## config.mk

```make
export PLATFORM = sky130hd
export DESIGN_NAME = atm_ledger_arbiter
export DESIGN_NICKNAME = d
export VERILOG_FILES = /design/src/rtl/atm_pkg.sv /design/src/rtl/atm_rr_arbiter.sv /design/src/rtl/atm_ledger_arbiter.sv
export SDC_FILE = /design/constraint.sdc
export NUM_CORES = 1
export LEC_CHECK = 0
export CORE_MARGIN = 2
export CORE_UTILIZATION = 55
export DETAILED_ROUTE_END_ITERATION = 8
export GPL_ROUTABILITY_DRIVEN = 0
export PLACE_DENSITY_LB_ADDON = 0.1
export SLEW_MARGIN = 25
export SYNTH_ARGS = -nofsm -noshare
export SYNTH_HDL_FRONTEND = slang
export SYNTH_SLANG_ARGS = --single-unit
```

## constraint.sdc

```tcl
create_clock -name clk -period 5.5 [get_ports clk]
set_clock_uncertainty 0.15 [all_clocks]
set_input_delay 1.1 -clock clk [delete_from_list [all_inputs] [get_ports clk]]
set_output_delay 1.1 -clock clk [all_outputs]
set_load 0.005 [all_outputs]
```

## src/rtl/atm_pkg.sv

```systemverilog
// Shared definitions for the ATM ledger arbiter: opcodes, status codes,
// controller state encoding and default widths.
package atm_pkg;

    localparam int DEF_NUM_REQ   = 2;
    localparam int DEF_NUM_ACCTS = 4;
    localparam int DEF_BAL_W     = 12;
    localparam int DEF_AMT_W     = 8;

    typedef enum logic [1:0] {
        OP_BALANCE  = 2'b00,
        OP_DEPOSIT  = 2'b01,
        OP_WITHDRAW = 2'b10,
        OP_TRANSFER = 2'b11
    } op_e;

    typedef enum logic [1:0] {
        ST_OK      = 2'b00,
        ST_INSUFF  = 2'b01,
        ST_OVF     = 2'b10,
        ST_BAD_DST = 2'b11
    } status_e;

    typedef enum logic [1:0] {
        S_IDLE = 2'b00,
        S_READ = 2'b01,
        S_EXEC = 2'b10,
        S_RESP = 2'b11
    } state_e;

endpackage

```

## src/rtl/atm_rr_arbiter.sv

```systemverilog
// Combinational round-robin picker: the lowest valid index at or after the
// pointer wins. The pointer register itself lives in the parent.
module atm_rr_arbiter
    import atm_pkg::*;
#(
    parameter  int NUM_REQ = DEF_NUM_REQ,
    localparam int RI_W    = (NUM_REQ > 1) ? $clog2(NUM_REQ) : 1
) (
    input  logic [NUM_REQ-1:0] valid,
    input  logic [RI_W-1:0]    ptr,
    input  logic               enable,
    output logic [NUM_REQ-1:0] grant,
    output logic [RI_W-1:0]    winner
);

    // Rotating a doubled copy puts the pointer position at bit 0, so the
    // first set bit of the rotated vector is the distance to the winner.
    logic [2*NUM_REQ-1:0] dbl;
    logic [NUM_REQ-1:0]   rot;
    int                   pick;
    logic                 found;

    assign dbl = {valid, valid};
    assign rot = NUM_REQ'(dbl >> ptr);

    // Find the nearest requester after the pointer and build the one-hot grant
    always_comb begin
        pick   = 0;
        found  = 1'b0;
        winner = '0;
        grant  = '0;
        for (int k = NUM_REQ - 1; k >= 0; k--) begin
            if (rot[k]) begin
                found = 1'b1;
                pick  = int'(ptr) + k;
            end
        end
        if (pick >= NUM_REQ) begin
            pick = pick - NUM_REQ;
        end
        if (enable && found) begin
            winner = RI_W'(pick);
            for (int j = 0; j < NUM_REQ; j++) begin
                grant[j] = (winner == RI_W'(j));
            end
        end
    end

endmodule

```

## src/rtl/atm_ledger_arbiter.sv

```systemverilog
// Ledger controller: owns the account balances, grants one ATM session at a
// time and runs each transaction as read -> check/execute -> respond.
module atm_ledger_arbiter
    import atm_pkg::*;
#(
    parameter  int NUM_REQ   = DEF_NUM_REQ,
    parameter  int NUM_ACCTS = DEF_NUM_ACCTS,
    parameter  int BAL_W     = DEF_BAL_W,
    parameter  int AMT_W     = DEF_AMT_W,
    localparam int IDX_W     = $clog2(NUM_ACCTS),
    localparam int RI_W      = (NUM_REQ > 1) ? $clog2(NUM_REQ) : 1
) (
    input  logic                     clk,
    input  logic                     rst,
    input  logic [NUM_REQ-1:0]       req_valid,
    output logic [NUM_REQ-1:0]       req_ready,
    input  logic [2*NUM_REQ-1:0]     req_op,
    input  logic [IDX_W*NUM_REQ-1:0] req_src,
    input  logic [IDX_W*NUM_REQ-1:0] req_dst,
    input  logic [AMT_W*NUM_REQ-1:0] req_amount,
    output logic [NUM_REQ-1:0]       rsp_valid,
    output logic [1:0]               rsp_status,
    output logic [BAL_W-1:0]         rsp_balance,
    input  logic                     init_we,
    input  logic [IDX_W-1:0]         init_idx,
    input  logic [BAL_W-1:0]         init_bal,
    output logic                     busy,
    output logic [15:0]              txn_count
);

    state_e             state_reg;
    logic [RI_W-1:0]    ptr_reg;
    logic [RI_W-1:0]    owner_reg;
    op_e                op_reg;
    logic [IDX_W-1:0]   src_reg;
    logic [IDX_W-1:0]   dst_reg;
    logic [AMT_W-1:0]   amt_reg;
    logic [BAL_W-1:0]   bal_src_reg;
    logic [BAL_W-1:0]   bal_dst_reg;
    logic [NUM_REQ-1:0] rsp_valid_reg;
    status_e            rsp_status_reg;
    logic [BAL_W-1:0]   rsp_balance_reg;
    logic               busy_reg;
    logic [15:0]        txn_count_reg;
    logic [BAL_W-1:0]   ledger_reg [NUM_ACCTS];

    // Per-requester views of the packed request buses
    op_e              op_arr  [NUM_REQ];
    logic [IDX_W-1:0] src_arr [NUM_REQ];
    logic [IDX_W-1:0] dst_arr [NUM_REQ];
    logic [AMT_W-1:0] amt_arr [NUM_REQ];

    genvar gi;
    generate
        for (gi = 0; gi < NUM_REQ; gi++) begin : g_unpack
            assign op_arr[gi]  = op_e'(req_op[2*gi +: 2]);
            assign src_arr[gi] = req_src[IDX_W*gi +: IDX_W];
            assign dst_arr[gi] = req_dst[IDX_W*gi +: IDX_W];
            assign amt_arr[gi] = req_amount[AMT_W*gi +: AMT_W];
        end
    endgenerate

    // Preload owns the IDLE cycle, so arbitration is suppressed while init_we is high
    logic               arb_enable;
    logic [NUM_REQ-1:0] grant;
    logic [RI_W-1:0]    winner;
    logic [RI_W-1:0]    ptr_next;

    assign arb_enable = (state_reg == S_IDLE) && !init_we;
    assign ptr_next   = (winner == RI_W'(NUM_REQ - 1)) ? '0 : winner + 1'b1;

    atm_rr_arbiter #(.NUM_REQ(NUM_REQ)) u_arb (
        .valid  (req_valid),
        .ptr    (ptr_reg),
        .enable (arb_enable),
        .grant  (grant),
        .winner (winner)
    );

    // One extra bit on every intermediate catches overflow and borrow
    logic [BAL_W:0]   amt_ext;
    logic [BAL_W:0]   src_ext;
    logic [BAL_W:0]   src_sum;
    logic [BAL_W:0]   src_diff;
    logic [BAL_W:0]   dst_sum;
    status_e          exec_status;
    logic [BAL_W-1:0] new_src;
    logic [BAL_W-1:0] new_dst;
    logic             wr_src;
    logic             wr_dst;

    assign amt_ext  = {{(BAL_W + 1 - AMT_W){1'b0}}, amt_reg};
    assign src_ext  = {1'b0, bal_src_reg};
    assign src_sum  = src_ext + amt_ext;
    assign src_diff = src_ext - amt_ext;
    assign dst_sum  = {1'b0, bal_dst_reg} + amt_ext;

    // Evaluate the latched operation against the captured balances; any error blocks all writes
    always_comb begin
        exec_status = ST_OK;
        new_src     = bal_src_reg;
        new_dst     = bal_dst_reg;
        wr_src      = 1'b0;
        wr_dst      = 1'b0;
        case (op_reg)
            OP_BALANCE: begin
                exec_status = ST_OK;
            end
            OP_DEPOSIT: begin
                if (src_sum[BAL_W]) begin
                    exec_status = ST_OVF;
                end else begin
                    new_src = src_sum[BAL_W-1:0];
                    wr_src  = 1'b1;
                end
            end
            OP_WITHDRAW: begin
                if (amt_ext > src_ext) begin
                    exec_status = ST_INSUFF;
                end else begin
                    new_src = src_diff[BAL_W-1:0];
                    wr_src  = 1'b1;
                end
            end
            OP_TRANSFER: begin
                if (dst_reg == src_reg) begin
                    exec_status = ST_BAD_DST;
                end else if (amt_ext > src_ext) begin
                    exec_status = ST_INSUFF;
                end else if (dst_sum[BAL_W]) begin
                    exec_status = ST_OVF;
                end else begin
                    new_src = src_diff[BAL_W-1:0];
                    new_dst = dst_sum[BAL_W-1:0];
                    wr_src  = 1'b1;
                    wr_dst  = 1'b1;
                end
            end
            default: begin
                exec_status = ST_OK;
            end
        endcase
    end

    // Ledger storage: preload only in IDLE, transaction writes only in EXEC
    always_ff @(posedge clk or posedge rst) begin
        if (rst) begin
            for (int i = 0; i < NUM_ACCTS; i++) begin
                ledger_reg[i] <= '0;
            end
        end else if (state_reg == S_EXEC) begin
            if (wr_src) begin
                ledger_reg[src_reg] <= new_src;
            end
            if (wr_dst) begin
                ledger_reg[dst_reg] <= new_dst;
            end
        end else if ((state_reg == S_IDLE) && init_we) begin
            ledger_reg[init_idx] <= init_bal;
        end
    end

    // Transaction sequencer with registered response, busy and counter outputs
    always_ff @(posedge clk or posedge rst) begin
        if (rst) begin
            state_reg       <= S_IDLE;
            ptr_reg         <= '0;
            owner_reg       <= '0;
            op_reg          <= OP_BALANCE;
            src_reg         <= '0;
            dst_reg         <= '0;
            amt_reg         <= '0;
            bal_src_reg     <= '0;
            bal_dst_reg     <= '0;
            rsp_valid_reg   <= '0;
            rsp_status_reg  <= ST_OK;
            rsp_balance_reg <= '0;
            busy_reg        <= 1'b0;
            txn_count_reg   <= '0;
        end else begin
            rsp_valid_reg   <= '0;
            rsp_status_reg  <= ST_OK;
            rsp_balance_reg <= '0;
            case (state_reg)
                S_IDLE: begin
                    if (|grant) begin
                        owner_reg <= winner;
                        op_reg    <= op_arr[winner];
                        src_reg   <= src_arr[winner];
                        dst_reg   <= dst_arr[winner];
                        amt_reg   <= amt_arr[winner];
                        ptr_reg   <= ptr_next;
                        busy_reg  <= 1'b1;
                        state_reg <= S_READ;
                    end
                end
                S_READ: begin
                    bal_src_reg <= ledger_reg[src_reg];
                    bal_dst_reg <= ledger_reg[dst_reg];
                    state_reg   <= S_EXEC;
                end
                S_EXEC: begin
                    rsp_valid_reg   <= NUM_REQ'(1) << owner_reg;
                    rsp_status_reg  <= exec_status;
                    rsp_balance_reg <= new_src;
                    if (exec_status == ST_OK) begin
                        txn_count_reg <= txn_count_reg + 16'd1;
                    end
                    state_reg <= S_RESP;
                end
                default: begin
                    busy_reg  <= 1'b0;
                    state_reg <= S_IDLE;
                end
            endcase
        end
    end

    assign req_ready   = grant;
    assign rsp_valid   = rsp_valid_reg;
    assign rsp_status  = rsp_status_reg;
    assign rsp_balance = rsp_balance_reg;
    assign busy        = busy_reg;
    assign txn_count   = txn_count_reg;

endmodule

```

==> qor.csv <==
stage,metric,value,unit
floorplanning,dieArea,16300,sq um
final_layout,finalNonFillerCells,1167,
floorplanning,die_w,128,um
logic_synthesis,synth-edff-count,0,
critical_path,cp_num_cells,5,
logic_synthesis,ys_warn_count,0,
timing,setup_tns,0,ps
critical_path,cp_slowest_cell,clkdlybuf4s50_1,
final_layout,drive_gt1_share,13.9,%
critical_path,reg2reg_depth,11,
final_layout,largest_register_ff_count,48,
clocking,cts.path.max_buffers,2,
floorplanning,die_h,128,um
power,p_per_area,700,nW/um^2
final_layout,final_common_cell,dfrtp_1,
clocking,cts_tree,done,
critical_path,crit_type,primary input to primary output,
logic_synthesis,syn_area_per_cell,9.31,sq um
route,detail-route-antenna-nets,0,
route,post-route-drc-count,0,
timing,setup_viol,0,
route,drtIter0Drc,995,
critical_path,r2r_start,amt_reg[0],
critical_path,r2r_slack,1410,ps
clocking,cts_resized,0,
critical_path,worstPathCellList,clkdlybuf4s50_1 > nand2b_1 > o21bai_2 > nor2b_1 > clkdlybuf4s50_1,
final_layout,fillCellCount,1249,
final_layout,final_cell_mix,"dfrtp_1 (123), nand2_1 (92), nor2_1 (83), clkdlybuf4s50_1 (81), a21oi_1 (60)",
route,post_drt_wl_per_cell,23.3,um
clocking,clkTransAtPathRegs,50,ps
global_route,grt_usage,34.1,%
status,outcome,completed,
critical_path,cp_common_cell,clkdlybuf4s50_1,
logic_synthesis,synth_flop_cell,dfrtp_1,
clocking,h-tree-depth,4,
place,io_buffers,81,
final_layout,areaGrowthSynthToFinish,17.8,%
job,maxCapViolations,0,
final_layout,n_antenna_cell,0,
critical_path,max_stage_delay,520,ps
critical_path,crit_buf_inv,2,
timing,drv_slew,0,
critical_path,cp.arrival,2870,ps
critical_path,crit_family,buffers and inverters,
critical_path,critPathMaxFanout,20,
logic_synthesis,yosysSeqAreaShare,36.5,%
clocking,cts_sinks,123,
logic_synthesis,ys_seq_elements,123,
critical_path,endpoint_kind,primary output,
timing,rsz0062_at_grt,no,
timing,relSlewSlack,28.4,%
logic_synthesis,syn-cell-area,8430,sq um
logic_synthesis,synth-adder-area-share,4.87,%
timing,post-route-min-period,4120,ps
route,routed_wl,27.2,mm
power,leakage,4.12,nW
hold_path,hp-start,txn_count[15],
clocking,ctsHoldBuffers,0,
clocking,cts_root_buffer,clkbuf_16,
logic_synthesis,muxShareOfSynthArea,13.7,%
timing,tightest_slew,1070,ps
timing,hold_violations,0,
place,hpwlAfterDp,19.1,mm
clocking,cts_setup_buffers,0,
clocking,cts_buffers,17,
timing,fin_crit_sh,75.0,%
route,drt_pass1_iterations,7,
floorplanning,ios,82,
global_route,grt_pass1_wl,42.2,mm
critical_path,timing.rr.end,ledger_reg[11],
logic_synthesis,synthSimpleGateAreaFrac,18.2,%
logic_synthesis,synth_nets,983,
hold_path,hp-class,flip-flop to flip-flop,
logic_synthesis,yosysUniqueCellTypes,83,
floorplanning,rows,45,
global_route,grt_pass1_vias,7739,
floorplanning,start_util,55.9,%
critical_path,worstSetupStartpointType,primary input,
floorplanning,core_area,15100,sq um
route,avgViaCountPerCell,6.83,
route,vias,7971,
clocking,insertion_delay,430,ps
critical_path,crit_start,init_we,
final_layout,final_nets,1045,
timing,fmax,242,MHz
logic_synthesis,synth_compound_area_share,19.8,%
logic_synthesis,synth_xor_area_share,2.39,%
logic_synthesis,syn_inst,905,
critical_path,crit_path_end,req_ready[0],
power,irDropWorstVdd,0.334,mV
global_route,grt_max_degree,84,
critical_path,cp.required,4250,ps
logic_synthesis,synth_top_family_by_area,compound AO/OA/AOI/OAI gates,
global_route,overflow,0,
place,dp_cells,1136,
global_route,antenna_found_initial,0,
logic_synthesis,synthArstFlopShare,100,%
[per-layer routing]
layer  GRT usage [%]  routed length [um]
met3            5.88                2920
met4            18.7                1340
met5               0                   0
met1            46.5               10500
met2            52.0               12400
[cell type report]
type,instances,area (sq um),area share [%]
multi-input combinational,689,4980,50.2
sequential,123,3080,31.0
timing repair buffer,97,931,9.37
clock buffer,23,488,4.91
tap,188,235,2.37
inverter,39,149,1.50
clock inverter,8,67.6,0.680
[worst reg2reg max path: stages (launching register included)]
cell       delay, ps
dfrtp_1          430
ha_1             260
fa_1             420
a21oi_1          240
o211ai_1         260
a32oi_1          330
nand2b_1         340
o21ai_2          290
and3_1           640
o22ai_1          200
o2bb2ai_1        160
a221o_1          260
[how the worst min path moves through the flow]
| stage | slack [ps] | to | cells after the start |
|---|---|---|---|
| floorplan | 270 | rsp_valid[0] | 1 |
| global placement | 310 | ptr_reg | 1 |
| detailed placement | 320 | txn_count[15] | 1 |
| CTS | 330 | txn_count[15] | 1 |
| global route | 330 | txn_count[15] | 1 |
| finish | 330 | txn_count[15] | 1 |
[where the power goes]
part / switching (mW) / total [mW] / leakage (nW) / internal, mW
Sequential: 0.422 / 1.71 / 1.51 / 1.29
Clock: 0.405 / 1.07 / 0.278 / 0.660
Combinational: 2.52 / 4.17 / 2.34 / 1.65
Total: 3.35 / 6.95 / 4.12 / 3.60
[cell usage after synthesis, types with 10 or more instances]
library cell	n	area, sq um
a222oi_1	14	140
nand2_1	92	345
nor2b_1	11	68.8
xnor2_1	14	123
clkbuf_1	32	120
mux2i_1	20	200
mux2_2	37	417
nor2_1	83	312
mux4_2	24	541
dfrtp_1	123	3080
inv_1	38	143
nand3_1	49	245
o21ai_0	41	205
nor3_1	22	110
o22ai_1	19	119
a21oi_1	61	305
a31oi_1	11	68.8
a211oi_1	10	75.1
ha_1	28	350
[through the flow]
step           util, %  power [mW]  hold WS (ps)  cell area [sq um]  setup WS, ps
5_1_grt           65.8        7.32           331               9930          1210
2_1_floorplan        -        4.50           268               8430           979
3_5_place_dp      62.1        5.71           319               9380          1390
6_report          65.8        6.95           325               9930          1380
3_3_place_gp      62.1        5.52           308               9370          1140
4_1_cts           65.8        6.80           328               9930          1380
[kinds of logic after synthesis]
| logic type | count (synthesis) |
|---|---|
| mux | 81 |
| flops | 123 |
| fa+ha+maj | 31 |
| xor+xnor | 23 |
| simple gates | 315 |
| compound gates | 239 |
| buf+inv | 93 |
No activity file was read; power rests on OpenSTA's default activity.
==> edit: new RTL, same flow settings <==
Register the output `txn_count` once more, with the module's reset; this adds one clock of latency there. The other outputs are not delayed to match.
--- a/src/rtl/atm_ledger_arbiter.sv
+++ b/src/rtl/atm_ledger_arbiter.sv
@@ -221,7 +221,13 @@
     assign rsp_status  = rsp_status_reg;
     assign rsp_balance = rsp_balance_reg;
     assign busy        = busy_reg;
-    assign txn_count   = txn_count_reg;
+    always_ff @(posedge clk or posedge rst) begin
+        if (rst) begin
+            txn_count <= '0;
+        end else begin
+            txn_count <= txn_count_reg;
+        end
+    end
 
 endmodule
 
Behaviour: not the same (Yosys sat finds a counterexample within 4 cycles, from zero or initial values and one cycle with rst high).
==> edit against the original RTL <==
Sequential power up 8%. Synthesized cell count decreased by 1.8%. Power grew 1.4%. Critical endpoint is now ledger_reg[2]. Routed wire length is 0.17% lower. Die area is 4.5% higher. Largest cell class unchanged. Sequential share of layout area is 2.5 points higher. Via count fell by 0.56%. Synthesized area up 4.6%. Setup slack improved by 0.0078 ns. Sequential cell count up 16. Cell area grew 4.7%.
==> edit: results (changes against the original RTL) <==
* Nets@finish at 1,028 (was 1,045)
* CTS tree: built (unchanged)
* Sw Ratio at 47.0% (was 48.2%)
* Register Area at 3480 um2 (was 3080 um2)
* Pre-CTS worst setup slack at 1.41 ns (was 1.39 ns)
* Post-DP Area at 9790 um2 (was 9380 um2)
* Port Buf Inserts at 81 (unchanged)
* Synth top area cells: dfrtp_1, mux4_2, mux2i_1, ha_1, mux2_2 (was dfrtp_1, mux4_2, mux2_2, ha_1, nand2_1)
* DIE WIDTH at 131 um (was 128 um)
* Multi-input combinational area share at 47.9% (was 50.2%)
* Buffers, non-clock at 95 (was 97)
* Clock buffer count at 19 (was 23)
* Layout cell share with drive strength beyond 1 at 13.7% (was 13.9%)
* Synth Area in XOR/XNOR at 2.28% (was 2.39%)
* Syn Nets at 967 (was 983)
* Gate power share at 56.8% (was 60.1%)
* Crit Path Max Fanout at 14 (was 20)
* Adder-cell share of the synthesized area at 4.65% (was 4.87%)
* Initial antenna violation count at 2 (was 0)
* Clk sinks at 139 (was 123)
* Placed Cells at 1,147 (was 1,136)
* Worst Max-Slew Pin Slew at 1.01 ns (was 1.07 ns)
* Hpwl dp at 19,100 um (about the same)
* Fill count at 1,272 (was 1,249)
* Int Pwr at 3.73 mW (was 3.60 mW)
* Multiplexer area fraction after synthesis at 14.4% (was 13.7%)
* Peak supply drop at 411 uV (was 334 uV)
* First-pass GRT wire length at 43,300 um (was 42,200 um)
* Clk pwr share at 17.0% (was 15.3%)
* Worst-path clk slew at 0.06 ns
* Final wirelength at 27,200 um (about the same)
* Sequential area share after synthesis at 39.4% (was 36.5%)
* Max clock buf depth at 2 (unchanged)
* Syn_area_per_cell at 9.92 um2 (was 9.31 um2)
* Worst hold slack at 0.257 ns (was 0.325 ns)
* Total iterations of the first detailed-routing run at 6 (was 7)
* Vias in the first global route at 7,824 (was 7,739)
* Status: finished clean (unchanged)
* Leak Pwr at 4.26 nW (was 4.12 nW)
* Iter 0 DRT Violations at 990 (was 995)
* Vias/cell at 6.72 (was 6.83)
* Inverters, non-clock at 37 (was 39)
* P&R area growth vs syn at 18.0% (was 17.8%)
* Top post-synthesis cells by count: dfrtp_1, nand2_1, nor2_1 (unchanged)
* Crit path max-delay family: compound AO/OA/AOI/OAI gates (was buffers and inverters)
* CP arrival at 4.25 ns (was 2.87 ns)
* Max Freq at 243 MHz (was 242 MHz)
* Buffering overhead at 8.81% (was 9.37%)
* Setup TNS at 0 ns (unchanged)
* CP max-delay cell: a211oi_4 (was clkdlybuf4s50_1)
* Non-Filler Instances at 1,179 (was 1,167)
* GRT Total Usage at 33.7% (was 34.1%)
* Compound-Gate Fraction of Synth Area at 21.4% (was 19.8%)
* Multi-input gates at 660 (was 689)
* ClkCell Share at 5.86% (was 5.59%)
* Max stage delay on crit path at 0.79 ns (was 0.52 ns)
* Pin count of the biggest net entering global routing at 111 (was 84)
[edit: cell count changes in the layout (fill, tap and decap cells not counted), sizes merged, moves of 13 or more]
cell,before,now
nor2,85,65
dfrtp,123,139
nand2,93,77
nand3,49,26
a222oi,14,1
mux2i,20,41
a21oi,65,41
o21ai,45,69
[edit: worst paths after layout]
| kind | from | to | cells after the start |
|---|---|---|---|
| setup / recovery | amt_reg[0] | ledger_reg[2] | 10 |
| hold / removal | txn_count_reg[15] | txn_count[15] | 0 |
| setup reg to reg | amt_reg[0] | ledger_reg[2] | 10 |
| hold reg to reg | txn_count_reg[15] | txn_count[15] | 0 |
| max in group asynchronous | rst | txn_count[3] | 3 |
| min in group asynchronous | rst | ledger_reg[45] | 2 |
[edit: routing by layer]
layer / up-vias / GRT usage [%] / routed length, um
li1: 3446 / - / -
met1: 3868 / 45.2 / 10700
met2: 504 / 51.9 / 12500
met3: 104 / 9.08 / 2830
met4: 4 / 14.9 / 1090
met5: - / 0 / 27
